**src/rtl/pipe_hazard_ctrl.sv**
```systemverilog
// Pipeline control for the in-order MIPS pipeline: per-stage enables and bubbles,
// load-use stalls, redirect squashing, ID-stage forwarding selects and perf counters.
module pipe_hazard_ctrl #(
   parameter int STAGES     = 5,
   parameter int REG_ADDR_W = 5,
   parameter int BR_STAGE   = 2,
   parameter int ALU_AVAIL  = 2,
   parameter int LOAD_AVAIL = 4,
   parameter int CNT_W      = 32,
   localparam int SEL_W     = $clog2(STAGES)
) (
   input  logic                  clk,
   input  logic                  rst,
   input  logic                  enable,
   input  logic [REG_ADDR_W-1:0] id_rs,
   input  logic [REG_ADDR_W-1:0] id_rt,
   input  logic                  id_use_rs,
   input  logic                  id_use_rt,
   input  logic                  id_reg_write,
   input  logic                  id_is_load,
   input  logic [REG_ADDR_W-1:0] id_dst,
   input  logic                  redirect,
   output logic                  pc_en,
   output logic [STAGES-1:0]     stage_en,
   output logic [STAGES-1:0]     stage_bubble,
   output logic [STAGES-1:0]     valid,
   output logic [SEL_W-1:0]      fwd_sel_rs,
   output logic [SEL_W-1:0]      fwd_sel_rt,
   output logic                  stall,
   output logic [CNT_W-1:0]      stall_cnt,
   output logic [CNT_W-1:0]      flush_cnt
);

   logic [STAGES-1:0]     valid_q;
   logic [REG_ADDR_W-1:0] sb_dst [2:STAGES-1];
   logic [STAGES-1:2]     sb_rw;
   logic [STAGES-1:2]     sb_ld;

   logic [STAGES-1:2]     hit_rs;
   logic [STAGES-1:2]     hit_rt;
   logic [STAGES-1:2]     avail;

   logic                  rs_hit, rs_avail;
   logic                  rt_hit, rt_avail;
   logic [SEL_W-1:0]      rs_stage, rt_stage;
   logic                  eff_redirect;
   logic                  hazard;

   for (genvar k = 2; k < STAGES; k++) begin : g_match
      assign hit_rs[k] = valid_q[k] & sb_rw[k] & (sb_dst[k] == id_rs) & (id_rs != '0) & id_use_rs;
      assign hit_rt[k] = valid_q[k] & sb_rw[k] & (sb_dst[k] == id_rt) & (id_rt != '0) & id_use_rt;
      assign avail[k]  = sb_ld[k] ? (k >= LOAD_AVAIL) : (k >= ALU_AVAIL);
   end

   // Scan oldest to youngest so the youngest producer is the one left standing.
   always_comb begin
      rs_hit   = 1'b0;
      rs_avail = 1'b0;
      rs_stage = '0;
      rt_hit   = 1'b0;
      rt_avail = 1'b0;
      rt_stage = '0;
      for (int k = STAGES - 1; k >= 2; k--) begin
         if (hit_rs[k]) begin
            rs_hit   = 1'b1;
            rs_avail = avail[k];
            rs_stage = SEL_W'(k);
         end
         if (hit_rt[k]) begin
            rt_hit   = 1'b1;
            rt_avail = avail[k];
            rt_stage = SEL_W'(k);
         end
      end
   end

   assign eff_redirect = redirect & valid_q[BR_STAGE];
   assign hazard       = valid_q[1] & ((rs_hit & ~rs_avail) | (rt_hit & ~rt_avail)) & ~eff_redirect;

   assign stall      = ~rst & hazard;
   assign fwd_sel_rs = (rst | ~rs_hit | ~rs_avail) ? '0 : rs_stage;
   assign fwd_sel_rt = (rst | ~rt_hit | ~rt_avail) ? '0 : rt_stage;
   assign valid      = valid_q;

   // NOTE: every output gets a default before any branch, so no path infers a latch.
   always_comb begin
      pc_en        = 1'b0;
      stage_en     = '0;
      stage_bubble = '0;
      if (!rst && enable) begin
         pc_en    = 1'b1;
         stage_en = '1;
         if (eff_redirect) begin
            for (int k = 1; k <= BR_STAGE; k++) stage_bubble[k] = 1'b1;
         end else if (hazard) begin
            pc_en           = 1'b0;
            stage_en[1:0]   = 2'b00;
            stage_bubble[2] = 1'b1;
         end
      end
   end

   always_ff @(posedge clk) begin
      if (rst) begin
         valid_q   <= '0;
         sb_rw     <= '0;
         sb_ld     <= '0;
         // NOTE: the scoreboard is a small register array, cleared with everything else.
         for (int k = 2; k < STAGES; k++) sb_dst[k] <= '0;
         stall_cnt <= '0;
         flush_cnt <= '0;
      end else begin
         if (stage_en[0]) valid_q[0] <= 1'b1;
         for (int k = 1; k < STAGES; k++) begin
            if (stage_en[k]) valid_q[k] <= stage_bubble[k] ? 1'b0 : valid_q[k-1];
         end

         if (stage_en[2]) begin
            sb_dst[2] <= stage_bubble[2] ? '0 : id_dst;
            sb_rw[2]  <= ~stage_bubble[2] & id_reg_write;
            sb_ld[2]  <= ~stage_bubble[2] & id_is_load;
         end
         for (int k = 3; k < STAGES; k++) begin
            if (stage_en[k]) begin
               sb_dst[k] <= stage_bubble[k] ? '0 : sb_dst[k-1];
               sb_rw[k]  <= ~stage_bubble[k] & sb_rw[k-1];
               sb_ld[k]  <= ~stage_bubble[k] & sb_ld[k-1];
            end
         end

         if (enable && hazard && (stall_cnt != '1)) stall_cnt <= stall_cnt + CNT_W'(1);
         if (enable && eff_redirect && (flush_cnt != '1)) flush_cnt <= flush_cnt + CNT_W'(1);
      end
   end

endmodule

```
**config.mk**
```make
export PLATFORM = sky130hd
export DESIGN_NAME = pipe_hazard_ctrl
export DESIGN_NICKNAME = d
export VERILOG_FILES = /design/src/rtl/pipe_hazard_ctrl.sv
export SDC_FILE = /design/constraint.sdc
export NUM_CORES = 1
export LEC_CHECK = 0
export BUFFER_PORTS_ARGS = -buffer_cell sky130_fd_sc_hd__buf_2
export CAP_MARGIN = 20
export CORE_AREA = 2 2 76 132
export DETAILED_ROUTE_END_ITERATION = 8
export DIE_AREA = 0 0 78 134
export GPL_TIMING_DRIVEN = 0
export PLACE_DENSITY = 0.7
export SLEW_MARGIN = 20
export SYNTH_ARGS = -nofsm -noshare
export SYNTH_HDL_FRONTEND = slang
export SYNTH_SLANG_ARGS = --single-unit
```
**constraint.sdc**
```tcl
create_clock -name clk -period 3.1 [get_ports clk]
set_input_delay 0.62 -clock clk [delete_from_list [all_inputs] [get_ports clk]]
set_output_delay 0.62 -clock clk [all_outputs]
set_load 0.1 [all_outputs]
```
==> results of run 1 <==
==> stage by stage <==
step / hold slack, ns / setup WS (ns) / instances / utilization, % / power, uW
3_5_place_dp: 0.493 / -0.608 / 729 / 55.7 / 1460
6_report: 0.504 / -0.139 / 764 / 62.8 / 2450
2_1_floorplan: 0.460 / -0.380 / 502 / - / 1400
5_1_grt: 0.508 / -0.203 / 764 / 62.8 / 2540
4_1_cts: 0.495 / -0.160 / 753 / 60.5 / 2440
3_3_place_gp: 0.481 / -0.603 / 729 / 55.7 / 1460
==> worst min-delay path by stage <==
stage | from | endpoint | slack (ns) | cells past startpoint
after floorplan | sb_rw[4]$_SDFFE_PP0P_ | sb_rw[4]$_SDFFE_PP0P_ | 0.46 | 2
after global placement | stall_cnt[30]$_SDFFE_PP0P_ | stall_cnt[30]$_SDFFE_PP0P_ | 0.48 | 2
after detailed placement | sb_rw[4]$_SDFFE_PP0P_ | sb_rw[4]$_SDFFE_PP0P_ | 0.49 | 2
after CTS | id_reg_write | sb_rw[2]$_SDFFE_PP0P_ | 0.49 | 2
after global routing | id_is_load | sb_ld[2]$_SDFFE_PP0P_ | 0.51 | 2
final | id_is_load | sb_ld[2]$_SDFFE_PP0P_ | 0.50 | 2
==> power by group through the flow <==
stage | sequential [uW] | clock [uW] | combinational, uW
2_1_floorplan | 1260 | 0 | 144
3_3_place_gp | 1240 | 0 | 217
3_5_place_dp | 1240 | 0 | 219
4_1_cts | 1220 | 992 | 232
5_1_grt | 1220 | 1050 | 274
6_report | 1220 | 975 | 261
==> critical path, cell delays in order <==
cell	delay (ns)
sky130_fd_sc_hd__buf_8	0.10
sky130_fd_sc_hd__or4_4	0.55
sky130_fd_sc_hd__o21ai_4	0.24
sky130_fd_sc_hd__nor4_4	0.08
sky130_fd_sc_hd__o21a_1	0.22
sky130_fd_sc_hd__a21oi_4	0.17
sky130_fd_sc_hd__buf_8	0.14
sky130_fd_sc_hd__nor2_4	0.04
sky130_fd_sc_hd__nor2_4	0.17
sky130_fd_sc_hd__buf_12	0.13
sky130_fd_sc_hd__buf_12	0.16
==> synthesized netlist by cell type, types with 15 or more instances <==
| library cell | instances |
|---|---|
| sky130_fd_sc_hd__clkbuf_1 | 17 |
| sky130_fd_sc_hd__nor2_1 | 73 |
| sky130_fd_sc_hd__xnor2_1 | 53 |
| sky130_fd_sc_hd__edfxtp_1 | 15 |
| sky130_fd_sc_hd__xor2_1 | 27 |
| sky130_fd_sc_hd__nand4_1 | 22 |
| sky130_fd_sc_hd__or3_1 | 15 |
| sky130_fd_sc_hd__a21oi_1 | 15 |
| sky130_fd_sc_hd__nand2_1 | 25 |
| sky130_fd_sc_hd__dfxtp_1 | 74 |
| sky130_fd_sc_hd__nor3_1 | 21 |
| sky130_fd_sc_hd__and2_1 | 19 |
| sky130_fd_sc_hd__nand3_1 | 33 |
==> area by class of cell <==
cell class | instances | area share [%]
inverter | 6 | 0.381
buffer | 28 | 3.15
multi-input combinational | 379 | 43.2
clock buffer | 14 | 4.30
sequential | 89 | 32.8
timing repair buffer | 125 | 13.5
clock inverter | 1 | 0.0846
tap | 122 | 2.58
==> sequential cells by signal (all words and copies together), names as in the netlist <==
name / cells
sb_rw: 3
sb_dst: 15
stall_cnt: 32
flush_cnt: 32
sb_ld: 2
valid: 5
==> routing by layer <==
| metal | track usage [%] | share of wire (%) | routed length (microns) |
|---|---|---|---|
| met2 | 44.1 | 55 | 6780 |
| met5 | 0 | 0 | 0 |
| met3 | 5.05 | 5.3 | 650 |
| met1 | 24.1 | 37 | 4620 |
| met4 | 8.87 | 2.1 | 262 |
==> cells by family after synthesis <==
family	after synthesis
other	1
muxes	6
xor gates and xnor gates	80
buffers and inverters	34
AOI/OAI and AO/OA	41
and+or+nand+nor	247
DFF	89
adders and majority gates	2
==> repair_timing <==
item	in CTS	in global routing
pin swaps	10	9
endpoints found under the setup margin	6	39
setup buffers	9	10
cloned	0	1
gates resized for setup	32	40
==> impl_summary.log, run 1 <==
INFO  metric synth_top_family_by_area = simple AND/OR/NAND/NOR gates
INFO  metric vias_per_cell = 5.38
INFO  metric clock_sink_count = 89
INFO  metric detailed_place_hpwl = 8860 microns
INFO  metric post_cts_hold_buffer_count = 0
INFO  metric power.combinational.fraction = 10.7%
INFO  metric nFillCells = 840
INFO  metric port_buffers = 105
INFO  metric max_freq = 309 MHz
INFO  metric tns = -0.643 ns
INFO  metric post_synth.cell_area_avg = 8.80 sq um
INFO  metric yosys_most_used_dff = sky130_fd_sc_hd__dfxtp_1
INFO  metric cts.path.max_buffers = 2
INFO  metric diodes_inserted = 0
INFO  metric synthMuxAreaShare = 1.37%
INFO  metric slew_headroom = 46.3%
INFO  metric multi_input_area = 2560 sq um
INFO  metric proportion_of_total_power_due_to_net_switching = 24.6%
INFO  metric final_cell_mix = sky130_fd_sc_hd__buf_2, sky130_fd_sc_hd__dfxtp_1, sky130_fd_sc_hd__nor2_1, sky130_fd_sc_hd__xnor2_1, sky130_fd_sc_hd__nand3_1
INFO  metric report.final.setup_viol = 6
INFO  metric share_clk_of_total_power = 39.7%
INFO  metric ys_seq_elements = 89
INFO  metric violations = negative setup slack
INFO  metric sequential_fraction_of_the_synthesis_area = 43.9%
INFO  metric worstPathRequired = 2.48 ns
INFO  metric peakVddDrop = 0.318 mV
INFO  metric place_congestion = 0.862
INFO  metric critical_path_peak_fanout = 4
INFO  metric num_io_pins = 110
INFO  metric report.final.hold_viol_count = 0
INFO  metric fp.coreArea = 9410 sq um
INFO  metric finalCritPeriodShare = 104%
INFO  metric yosys.area_share.simple = 28.8%
INFO  metric finalInstanceArea = 5910 sq um
INFO  metric worst_r2r_endpoint = stall_cnt[29]$_SDFFE_PP0P_
INFO  metric synthCells = 500
INFO  metric synth_area_in_adders = 0.569%
INFO  metric die_y = 134 microns
INFO  metric detail_route.iter0.violations = 176
INFO  metric start_util = 46.7%
INFO  metric share_of_the_synthesized_area_in_the_top_cell_type = 33.7%
INFO  metric origin_of_the_critical_flop_to_flop_path = sb_dst[3][0]$_SDFFCE_PN0P_
INFO  metric start_point_of_the_critical_path = id_rs[4]
INFO  metric fin_crit = 3.24 ns
INFO  metric remaining_drc_errors = 0
INFO  metric drt_wirelength = 12300 microns
INFO  metric path_clk_slew = 0.06 ns
INFO  metric synth_edf_count = 15
INFO  metric die_w = 78 microns
INFO  metric yosysWarnings = 0
INFO  metric netlist-cell-type-count = 45
INFO  metric globalRoute.totalOverflow = 0
INFO  metric worstSetupStartpointType = input pin
INFO  metric power.share.sequential = 49.6%
INFO  metric drv_slew = 0
INFO  metric clock_latency = 0.34 ns
INFO  metric grt_antenna_before_repair = 0
INFO  metric sequential_cell_area = 1940 sq um
INFO  metric rsz0062_at_grt = yes
INFO  metric design.final.nets = 663
INFO  metric clock_tree_from_tritoncts = done
INFO  metric grt_first_pass_wirelength = 19200 microns
INFO  metric netlist_area = 4400 sq um
INFO  metric leakage = 0.00234 uW
INFO  metric clock-skew-final = 0.00527 ns
INFO  metric yosys-top-cells-area = sky130_fd_sc_hd__dfxtp_1, sky130_fd_sc_hd__xnor2_1, sky130_fd_sc_hd__edfxtp_1, sky130_fd_sc_hd__nor2_1, sky130_fd_sc_hd__xor2_1
INFO  metric design.die.area = 10500 sq um
INFO  metric maxCapViolations = 0
INFO  metric layout-drive-gt1-share = 30.5%
INFO  metric grt_pass1_vias = 3983
INFO  metric globalRouteTotalUtil = 23.1%
INFO  metric power.density = 415 nW/um^2
INFO  metric synthXorXnorAreaFrac = 15.9%
INFO  metric outcome = complete, but fails checks
INFO  metric worst_pin_slew = 0.798 ns
INFO  metric timing.critical_path.arrival = 2.62 ns
INFO  metric critical_path_class = input pin to primary output
INFO  metric worstSetupEndpointType = primary output
INFO  metric maximum_number_of_pins_on_one_net_before_global_route_repair = 16
INFO  metric yosys.area.top_type = sky130_fd_sc_hd__dfxtp_1
INFO  metric cts-root-buf = sky130_fd_sc_hd__clkbuf_16
INFO  metric routedWlPerCell = 16.1 microns
INFO  metric cell_internal_pwr = 1850 uW
INFO  metric async_reset_ff_share = 0%
INFO  metric reg2reg_setup_slack = 0.06 ns
INFO  metric net-switching-power = 605 uW
INFO  metric cts.htree.levels = 3
INFO  metric layout.cells.most_common = sky130_fd_sc_hd__buf_2
INFO  metric via_count = 4113
INFO  metric fin_ws = -0.139 ns
INFO  metric floorplan.rows = 47
INFO  metric layout-area-overhead-vs-synth = 34.5%
INFO  metric firstDrtPassIters = 6
INFO  metric crit_path_end = stage_en[1]
INFO  metric worstHoldPathType = input pin to flop
INFO  metric number_of_cts_inserted_buffers = 9
INFO  metric postPlaceCellArea = 5240 sq um
INFO  metric drtAntennaViolNets = 0
INFO  metric worst_r2r_path_depth = 11
INFO  metric synth-compound-area-share = 5.80%
(Power assumes the default switching activity.)
==> run 2: changes to the inputs <==
Settings changed: CELL_PAD_IN_SITES_DETAIL_PLACEMENT from default to 1, CELL_PAD_IN_SITES_GLOBAL_PLACEMENT from default to 2, CORE_AREA 2 2 76 132 to 2 2 98 171, DIE_AREA 0 0 78 134 to 0 0 100 173.
==> impl_summary.log, run 2 (same netlist as run 1, synthesis figures left out) <==
INFO  metric cts.path.max_buffers = 2 (unchanged)
INFO  metric clock_sink_count = 89 (unchanged)
INFO  metric worst_pin_slew = 0.805 ns (was 0.798 ns)
INFO  metric peakVddDrop = 0.240 mV (was 0.318 mV)
INFO  metric tns = -1.15 ns (was -0.643 ns)
INFO  metric slew_headroom = 45.6% (was 46.3%)
INFO  metric maxCapViolations = 0 (unchanged)
INFO  metric rsz0062_at_grt = yes (unchanged)
INFO  metric drt-met1-wl = 4960 microns (was 4620 microns)
INFO  metric finalCritPeriodShare = 108% (was 104%)
INFO  metric leakage = 0.00230 uW (was 0.00234 uW)
INFO  metric floorplan.rows = 61 (was 47)
INFO  metric nFillCells = 1872 (was 840)
INFO  metric worst_r2r_path_depth = 10 (was 11)
INFO  metric grt_pass1_vias = 4205 (was 3983)
INFO  metric reg2reg_setup_slack = 0.09 ns (was 0.06 ns)
INFO  metric layout-area-overhead-vs-synth = 34.8% (was 34.5%)
INFO  metric critical_path_peak_fanout = 7 (was 4)
INFO  metric post_layout_nonfiller_instances = 824 (was 764)
INFO  metric drtAntennaViolNets = 0 (unchanged)
INFO  metric timing.hold.worst_endpoint = sb_rw[2]$_SDFFE_PP0P_ (was sb_ld[2]$_SDFFE_PP0P_)
INFO  metric origin_of_the_critical_flop_to_flop_path = sb_dst[3][0]$_SDFFCE_PN0P_ (unchanged)
INFO  metric met2_length = 7880 microns (was 6780 microns)
INFO  metric design.die.area = 17300 sq um (was 10500 sq um)
INFO  metric remaining_drc_errors = 0 (unchanged)
INFO  metric share_clk_of_total_power = 43.3% (was 39.7%)
INFO  metric start_util = 27.7% (was 46.7%)
INFO  metric clock_tree_from_tritoncts = done (unchanged)
INFO  metric outcome = complete, but fails checks (unchanged)
INFO  metric holdCritStartpoint = id_reg_write (was id_is_load)
INFO  metric fin_crit = 3.36 ns (was 3.24 ns)
INFO  metric worstSetupStartpointType = input pin (unchanged)
INFO  metric cell_internal_pwr = 1910 uW (was 1850 uW)
INFO  metric via_count = 4018 (was 4113)
INFO  metric grt_antenna_before_repair = 0 (unchanged)
INFO  metric fin_ws = -0.257 ns (was -0.139 ns)
INFO  metric number_of_cts_inserted_buffers = 9 (unchanged)
INFO  metric critical_path_class = input pin to primary output (unchanged)
INFO  metric place_congestion = 0.831 (was 0.862)
INFO  metric final_cell_mix = sky130_fd_sc_hd__buf_2, sky130_fd_sc_hd__dfxtp_1, sky130_fd_sc_hd__nor2_1, sky130_fd_sc_hd__xnor2_1, sky130_fd_sc_hd__nand3_1 (unchanged)
INFO  metric diodes_inserted = 0 (unchanged)
INFO  metric port_buffers = 105 (unchanged)
INFO  metric layout.cells.most_common = sky130_fd_sc_hd__buf_2 (unchanged)
INFO  metric sequential_cell_area = 1940 sq um (unchanged)
INFO  metric fp.coreArea = 15900 sq um (was 9410 sq um)
INFO  metric detailed_place_hpwl = 10800 microns (was 8860 microns)
INFO  metric clock_latency = 0.35 ns (was 0.34 ns)
INFO  metric max_freq = 298 MHz (was 309 MHz)
INFO  metric violations = negative setup slack (unchanged)
INFO  metric timing.critical_path.arrival = 2.74 ns (was 2.62 ns)
INFO  metric proportion_of_total_power_due_to_net_switching = 26.2% (was 24.6%)
INFO  metric drv_slew = 0 (unchanged)
INFO  metric globalRouteTotalUtil = 16.0% (was 23.1%)
INFO  metric design.final.nets = 655 (was 663)
INFO  metric routedWlPerCell = 16.7 microns (was 16.1 microns)
INFO  metric maximum_number_of_pins_on_one_net_before_global_route_repair = 17 (was 16)
INFO  metric hold-path-cell-count = 2 (unchanged)
INFO  metric vias_per_cell = 4.88 (was 5.38)
INFO  metric firstDrtPassIters = 4 (was 6)
INFO  metric cts.htree.levels = 3 (unchanged)
INFO  metric met3_wirelength = 677 microns (was 650 microns)
INFO  metric worstPathRequired = 2.48 ns (about the same)
INFO  metric layout-drive-gt1-share = 29.3% (was 30.5%)
INFO  metric reg.largest.list = flush_cnt x32, stall_cnt x32, sb_dst x15 (unchanged)
INFO  metric power.total = 2590 uW (was 2450 uW)
INFO  metric power.share.sequential = 46.9% (was 49.6%)
INFO  metric detail_route.iter0.violations = 88 (was 176)
INFO  metric die_w = 100 microns (was 78 microns)
INFO  metric die_y = 173 microns (was 134 microns)
INFO  metric power.density = 437 nW/um^2 (was 415 nW/um^2)
INFO  metric multi_input_area = 2520 sq um (was 2560 sq um)
INFO  metric worstSetupEndpointType = primary output (unchanged)
INFO  metric grt_first_pass_wirelength = 21700 microns (was 19200 microns)
INFO  metric worstHoldPathType = input pin to flop (unchanged)
INFO  metric globalRoute.totalOverflow = 0 (unchanged)
INFO  metric net-switching-power = 679 uW (was 605 uW)
INFO  metric num_io_pins = 110 (unchanged)
INFO  metric cts-root-buf = sky130_fd_sc_hd__clkbuf_16 (unchanged)
INFO  metric report.final.setup_viol = 5 (was 6)
INFO  metric path_clk_slew = 0.07 ns (was 0.06 ns)
INFO  metric worst_r2r_endpoint = stall_cnt[26]$_SDFFE_PP0P_ (was stall_cnt[29]$_SDFFE_PP0P_)
INFO  metric maxUsedRoutingLayer = met4 (unchanged)
INFO  metric drt_wirelength = 13800 microns (was 12300 microns)
INFO  metric power.combinational.fraction = 9.8% (was 10.7%)
INFO  metric placed_cells = 796 (was 729)
INFO  metric clock-skew-final = 0.00850 ns (was 0.00527 ns)
INFO  metric report.final.hold_viol_count = 0 (unchanged)
run 2: cell types whose count changed in the layout (fill, tap and decap cells not counted), moves of 2 or more:
cell	change
sky130_fd_sc_hd__a21oi_1	+2
sky130_fd_sc_hd__a21oi_2	-2
sky130_fd_sc_hd__buf_2	+3
sky130_fd_sc_hd__buf_4	-8
sky130_fd_sc_hd__buf_6	-2
sky130_fd_sc_hd__buf_8	-3
sky130_fd_sc_hd__clkbuf_1	-4
sky130_fd_sc_hd__clkinv_4	+2
sky130_fd_sc_hd__inv_6	+2
sky130_fd_sc_hd__or3_1	+2
sky130_fd_sc_hd__or3_4	-2
run 2: area by class of cell:
| cell class | instances | share of cell area [%] |
|---|---|---|
| buffer | 28 | 3.31 |
| clock buffer | 9 | 3.80 |
| clock inverter | 7 | 1.29 |
| inverter | 6 | 0.380 |
| multi-input combinational | 379 | 42.6 |
| sequential | 89 | 32.7 |
| tap | 189 | 3.99 |
| timing repair buffer | 117 | 12.0 |
run 2: timing repair:
| item | in CTS | in global routing |
|---|---|---|
| setup endpoints to repair | 8 | 39 |
| pin swaps | 8 | 5 |
| setup buffers | 9 | 3 |
| hold buffers | 0 | 0 |
| resized for setup | 35 | 19 |
run 2: routing by layer:
metal / GRT usage [%] / vias to the layer above
met1: 15.8 / 1942
li1: - / 1979
met2: 31.4 / 82
met4: 5.08 / 0
met3: 3.96 / 15
met5: 0 / -
run 2: power groups by stage:
stage          Sequential, uW  Combinational [uW]  Clock [uW]
2_1_floorplan            1260                 144           0
6_report                 1210                 255        1120
3_5_place_dp             1240                 226           0
3_3_place_gp             1240                 225           0
5_1_grt                  1220                 269        1200
4_1_cts                  1220                 249        1160
run 2: per-stage QoR:
step           hold slack, ns  setup WS [ns]  cell area, sq um  util, %
6_report                0.495         -0.257              5930     37.3
3_5_place_dp            0.496         -0.775              5330     33.6
3_3_place_gp            0.490         -0.731              5330     33.6
5_1_grt                 0.501         -0.333              5930     37.3
2_1_floorplan           0.460         -0.380              4570        -
4_1_cts                 0.493         -0.234              5840     36.8
run 2: worst max-delay path, cell delays in order:
cell                        delay [ns]
sky130_fd_sc_hd__buf_6            0.11
sky130_fd_sc_hd__or4_4            0.55
sky130_fd_sc_hd__o21ai_4          0.25
sky130_fd_sc_hd__or4_4            0.19
sky130_fd_sc_hd__o2bb2ai_2        0.14
sky130_fd_sc_hd__a21oi_4          0.10
sky130_fd_sc_hd__buf_4            0.18
sky130_fd_sc_hd__nand2b_1         0.17
sky130_fd_sc_hd__a21oi_2          0.21
sky130_fd_sc_hd__buf_8            0.22
run 2: how the worst max path moves through the flow:
stage	startpoint	endpoint	cells past startpoint
floorplan	id_rt[4]	stage_en[0]	9
global placement	id_rs[1]	stage_en[0]	11
detailed placement	id_rs[1]	stage_en[1]	11
CTS	id_rs[1]	stage_bubble[2]	10
global route	sb_dst[2][3]$_SDFFCE_PP0P_	stage_en[0]	10
finish	id_rs[1]	stage_bubble[2]	10
==> run 3: changes to the inputs <==
Settings changed: TNS_END_PERCENT from default to 10.
==> impl_summary.log, run 3 (same netlist as run 1, synthesis figures left out) <==
INFO  metric grt_pass1_vias = 4361 (was 4205)
INFO  metric timing.critical_path.arrival = 2.70 ns (was 2.74 ns)
INFO  metric remaining_drc_errors = 0 (unchanged)
INFO  metric layout.cells.most_common = sky130_fd_sc_hd__buf_2 (unchanged)
INFO  metric num_io_pins = 110 (unchanged)
INFO  metric fp.coreArea = 15900 sq um (unchanged)
INFO  metric outcome = complete, but fails checks (unchanged)
INFO  metric globalRoute.totalOverflow = 0 (unchanged)
INFO  metric worstHoldPathType = input pin to flop (unchanged)
INFO  metric drtAntennaViolNets = 0 (unchanged)
INFO  metric number_of_cts_inserted_buffers = 9 (unchanged)
INFO  metric report.final.hold_viol_count = 0 (unchanged)
INFO  metric leakage = 0.00231 uW (was 0.00230 uW)
INFO  metric timing.hold.ws = 0.503 ns (was 0.495 ns)
INFO  metric finalCritPeriodShare = 107% (was 108%)
INFO  metric clock-skew-final = 0.0105 ns (was 0.00850 ns)
INFO  metric critical_path_peak_fanout = 4 (was 7)
INFO  metric layout-area-overhead-vs-synth = 34.9% (was 34.8%)
INFO  metric timing.hold.worst_endpoint = sb_rw[2]$_SDFFE_PP0P_ (unchanged)
INFO  metric place_congestion = 0.822 (was 0.831)
INFO  metric die_w = 100 microns (unchanged)
INFO  metric layout-drive-gt1-share = 28.6% (was 29.3%)
INFO  metric die_y = 173 microns (unchanged)
INFO  metric start_util = 27.7% (unchanged)
INFO  metric floorplan.rows = 61 (unchanged)
INFO  metric power.total = 2700 uW (was 2590 uW)
INFO  metric slew_headroom = 48.9% (was 45.6%)
INFO  metric post_cts_hold_buffer_count = 0 (unchanged)
INFO  metric reg2reg_setup_slack = 0.01 ns (was 0.09 ns)
INFO  metric holdCritStartpoint = id_reg_write (unchanged)
INFO  metric cts.path.max_buffers = 2 (unchanged)
INFO  metric max_freq = 301 MHz (was 298 MHz)
INFO  metric detail_route.iter0.violations = 95 (was 88)
INFO  metric worstSetupEndpointType = primary output (unchanged)
INFO  metric worst_r2r_path_depth = 11 (was 10)
INFO  metric origin_of_the_critical_flop_to_flop_path = sb_dst[3][4]$_SDFFCE_PN0P_ (was sb_dst[3][0]$_SDFFCE_PN0P_)
INFO  metric drt_wirelength = 14000 microns (was 13800 microns)
INFO  metric peakVddDrop = 0.247 mV (was 0.240 mV)
INFO  metric drv_slew = 0 (unchanged)
INFO  metric placed_cells = 796 (unchanged)
INFO  metric maximum_number_of_pins_on_one_net_before_global_route_repair = 16 (was 17)
INFO  metric firstDrtPassIters = 4 (unchanged)
INFO  metric design.die.area = 17300 sq um (unchanged)
INFO  metric maxCapViolations = 0 (unchanged)
INFO  metric cts.htree.levels = 3 (unchanged)
INFO  metric reg.largest.list = flush_cnt x32, stall_cnt x32, sb_dst x15 (unchanged)
INFO  metric clock_tree_from_tritoncts = done (unchanged)
INFO  metric grt_antenna_before_repair = 0 (unchanged)
INFO  metric port_buffers = 105 (unchanged)
INFO  metric globalRouteTotalUtil = 16.5% (was 16.0%)
INFO  metric path_clk_slew = 0.07 ns (about the same)
INFO  metric fin_crit = 3.32 ns (was 3.36 ns)
INFO  metric report.final.setup_viol = 11 (was 5)
INFO  metric violations = negative setup slack (unchanged)
INFO  metric grt_first_pass_wirelength = 22600 microns (was 21700 microns)
INFO  metric worstPathRequired = 2.48 ns (about the same)
INFO  metric cts-root-buf = sky130_fd_sc_hd__clkbuf_16 (unchanged)
INFO  metric diodes_inserted = 0 (unchanged)
INFO  metric worstSetupStartpointType = flop (was input pin)
INFO  metric clock_latency = 0.34 ns (was 0.35 ns)
INFO  metric critical_path_class = flop to primary output (was input pin to primary output)
INFO  metric fin_ws = -0.219 ns (was -0.257 ns)
INFO  metric rsz0062_at_grt = yes (unchanged)
INFO  metric power.density = 456 nW/um^2 (was 437 nW/um^2)
INFO  metric routedWlPerCell = 16.9 microns (was 16.7 microns)
INFO  metric final_cell_mix = sky130_fd_sc_hd__buf_2, sky130_fd_sc_hd__dfxtp_1, sky130_fd_sc_hd__nor2_1, sky130_fd_sc_hd__xnor2_1, sky130_fd_sc_hd__nand3_1 (unchanged)
INFO  metric worst_pin_slew = 0.757 ns (was 0.805 ns)
INFO  metric design.final.nets = 657 (was 655)
INFO  metric vias_per_cell = 4.88 (about the same)
INFO  metric clock_sink_count = 89 (unchanged)
INFO  metric via_count = 4034 (was 4018)
INFO  metric post_layout_nonfiller_instances = 826 (was 824)
INFO  metric hold-path-cell-count = 2 (unchanged)
INFO  metric worst_r2r_endpoint = stall_cnt[29]$_SDFFE_PP0P_ (was stall_cnt[26]$_SDFFE_PP0P_)
INFO  metric detailed_place_hpwl = 10900 microns (was 10800 microns)
run 3: worst max path at each step:
stage / from / endpoint / slack [ns]
2_1_floorplan: id_rt[4] / stage_en[0] / -0.38
3_3_place_gp: id_rs[1] / stage_en[0] / -0.73
3_5_place_dp: id_rs[1] / stage_en[1] / -0.76
4_1_cts: sb_dst[2][2]$_SDFFCE_PP0P_ / stage_en[1] / -0.27
5_1_grt: sb_dst[2][3]$_SDFFCE_PP0P_ / stage_en[1] / -0.31
6_report: sb_dst[2][4]$_SDFFCE_PP0P_ / stage_en[1] / -0.22
run 3: where the power goes:
group / leakage (uW) / total [uW] / switching (uW) / internal [uW]
clock: 0.000168 / 1240 / 458 / 778
combinational: 0.00138 / 251 / 166 / 85.2
sequential: 0.000764 / 1220 / 20.9 / 1190
run 3: worst max-delay path, cell delays in order, from the launching register on:
cell and delay [ns]:
sky130_fd_sc_hd__edfxtp_1 0.45, sky130_fd_sc_hd__xnor2_1 0.17, sky130_fd_sc_hd__nand2_1 0.15, sky130_fd_sc_hd__or4_4 0.56
sky130_fd_sc_hd__o2bb2ai_2 0.16, sky130_fd_sc_hd__a21oi_4 0.18, sky130_fd_sc_hd__buf_8 0.13, sky130_fd_sc_hd__nor2_4 0.04
sky130_fd_sc_hd__nor2_4 0.22, sky130_fd_sc_hd__buf_12 0.14, sky130_fd_sc_hd__buf_12 0.16
run 3: area by class of cell:
class	count	area [sq um]
Timing Repair Buffer	119	709
Clock buffer	12	268
Buffer	28	185
Multi-Input combinational cell	379	2500
Fill cell	1896	9940
Inverter	6	22.5
Sequential cell	89	1930
Clock inverter	4	73.8
Tap cell	189	236
run 3: layer usage:
metal / track usage [%] / wire length [microns] / part of all wire, %
met5: 0 / 0 / 0
met3: 4.00 / 715 / 5.1
met1: 16.6 / 5120 / 37
met2: 32.0 / 7790 / 56
met4: 5.94 / 331 / 2.4
run 3: what timing repair did:
item / in CTS / in global routing
resized for setup: 32 / 12
endpoints found under the hold margin: 0 / 0
endpoints found under the setup margin: 10 / 47
pin swaps: 7 / 11
buffers inserted: 9 / 5
run 3: metrics by stage:
stage	TNS, ns	area [sq um]	utilization, %	setup slack [ns]
3_5_place_dp	-11.08	5320	33.5	-0.762
5_1_grt	-4.54	5930	37.4	-0.312
6_report	-1.11	5930	37.4	-0.219
2_1_floorplan	-3.57	4560	-	-0.380
3_3_place_gp	-8.93	5320	33.5	-0.729
4_1_cts	-1.41	5850	36.9	-0.266
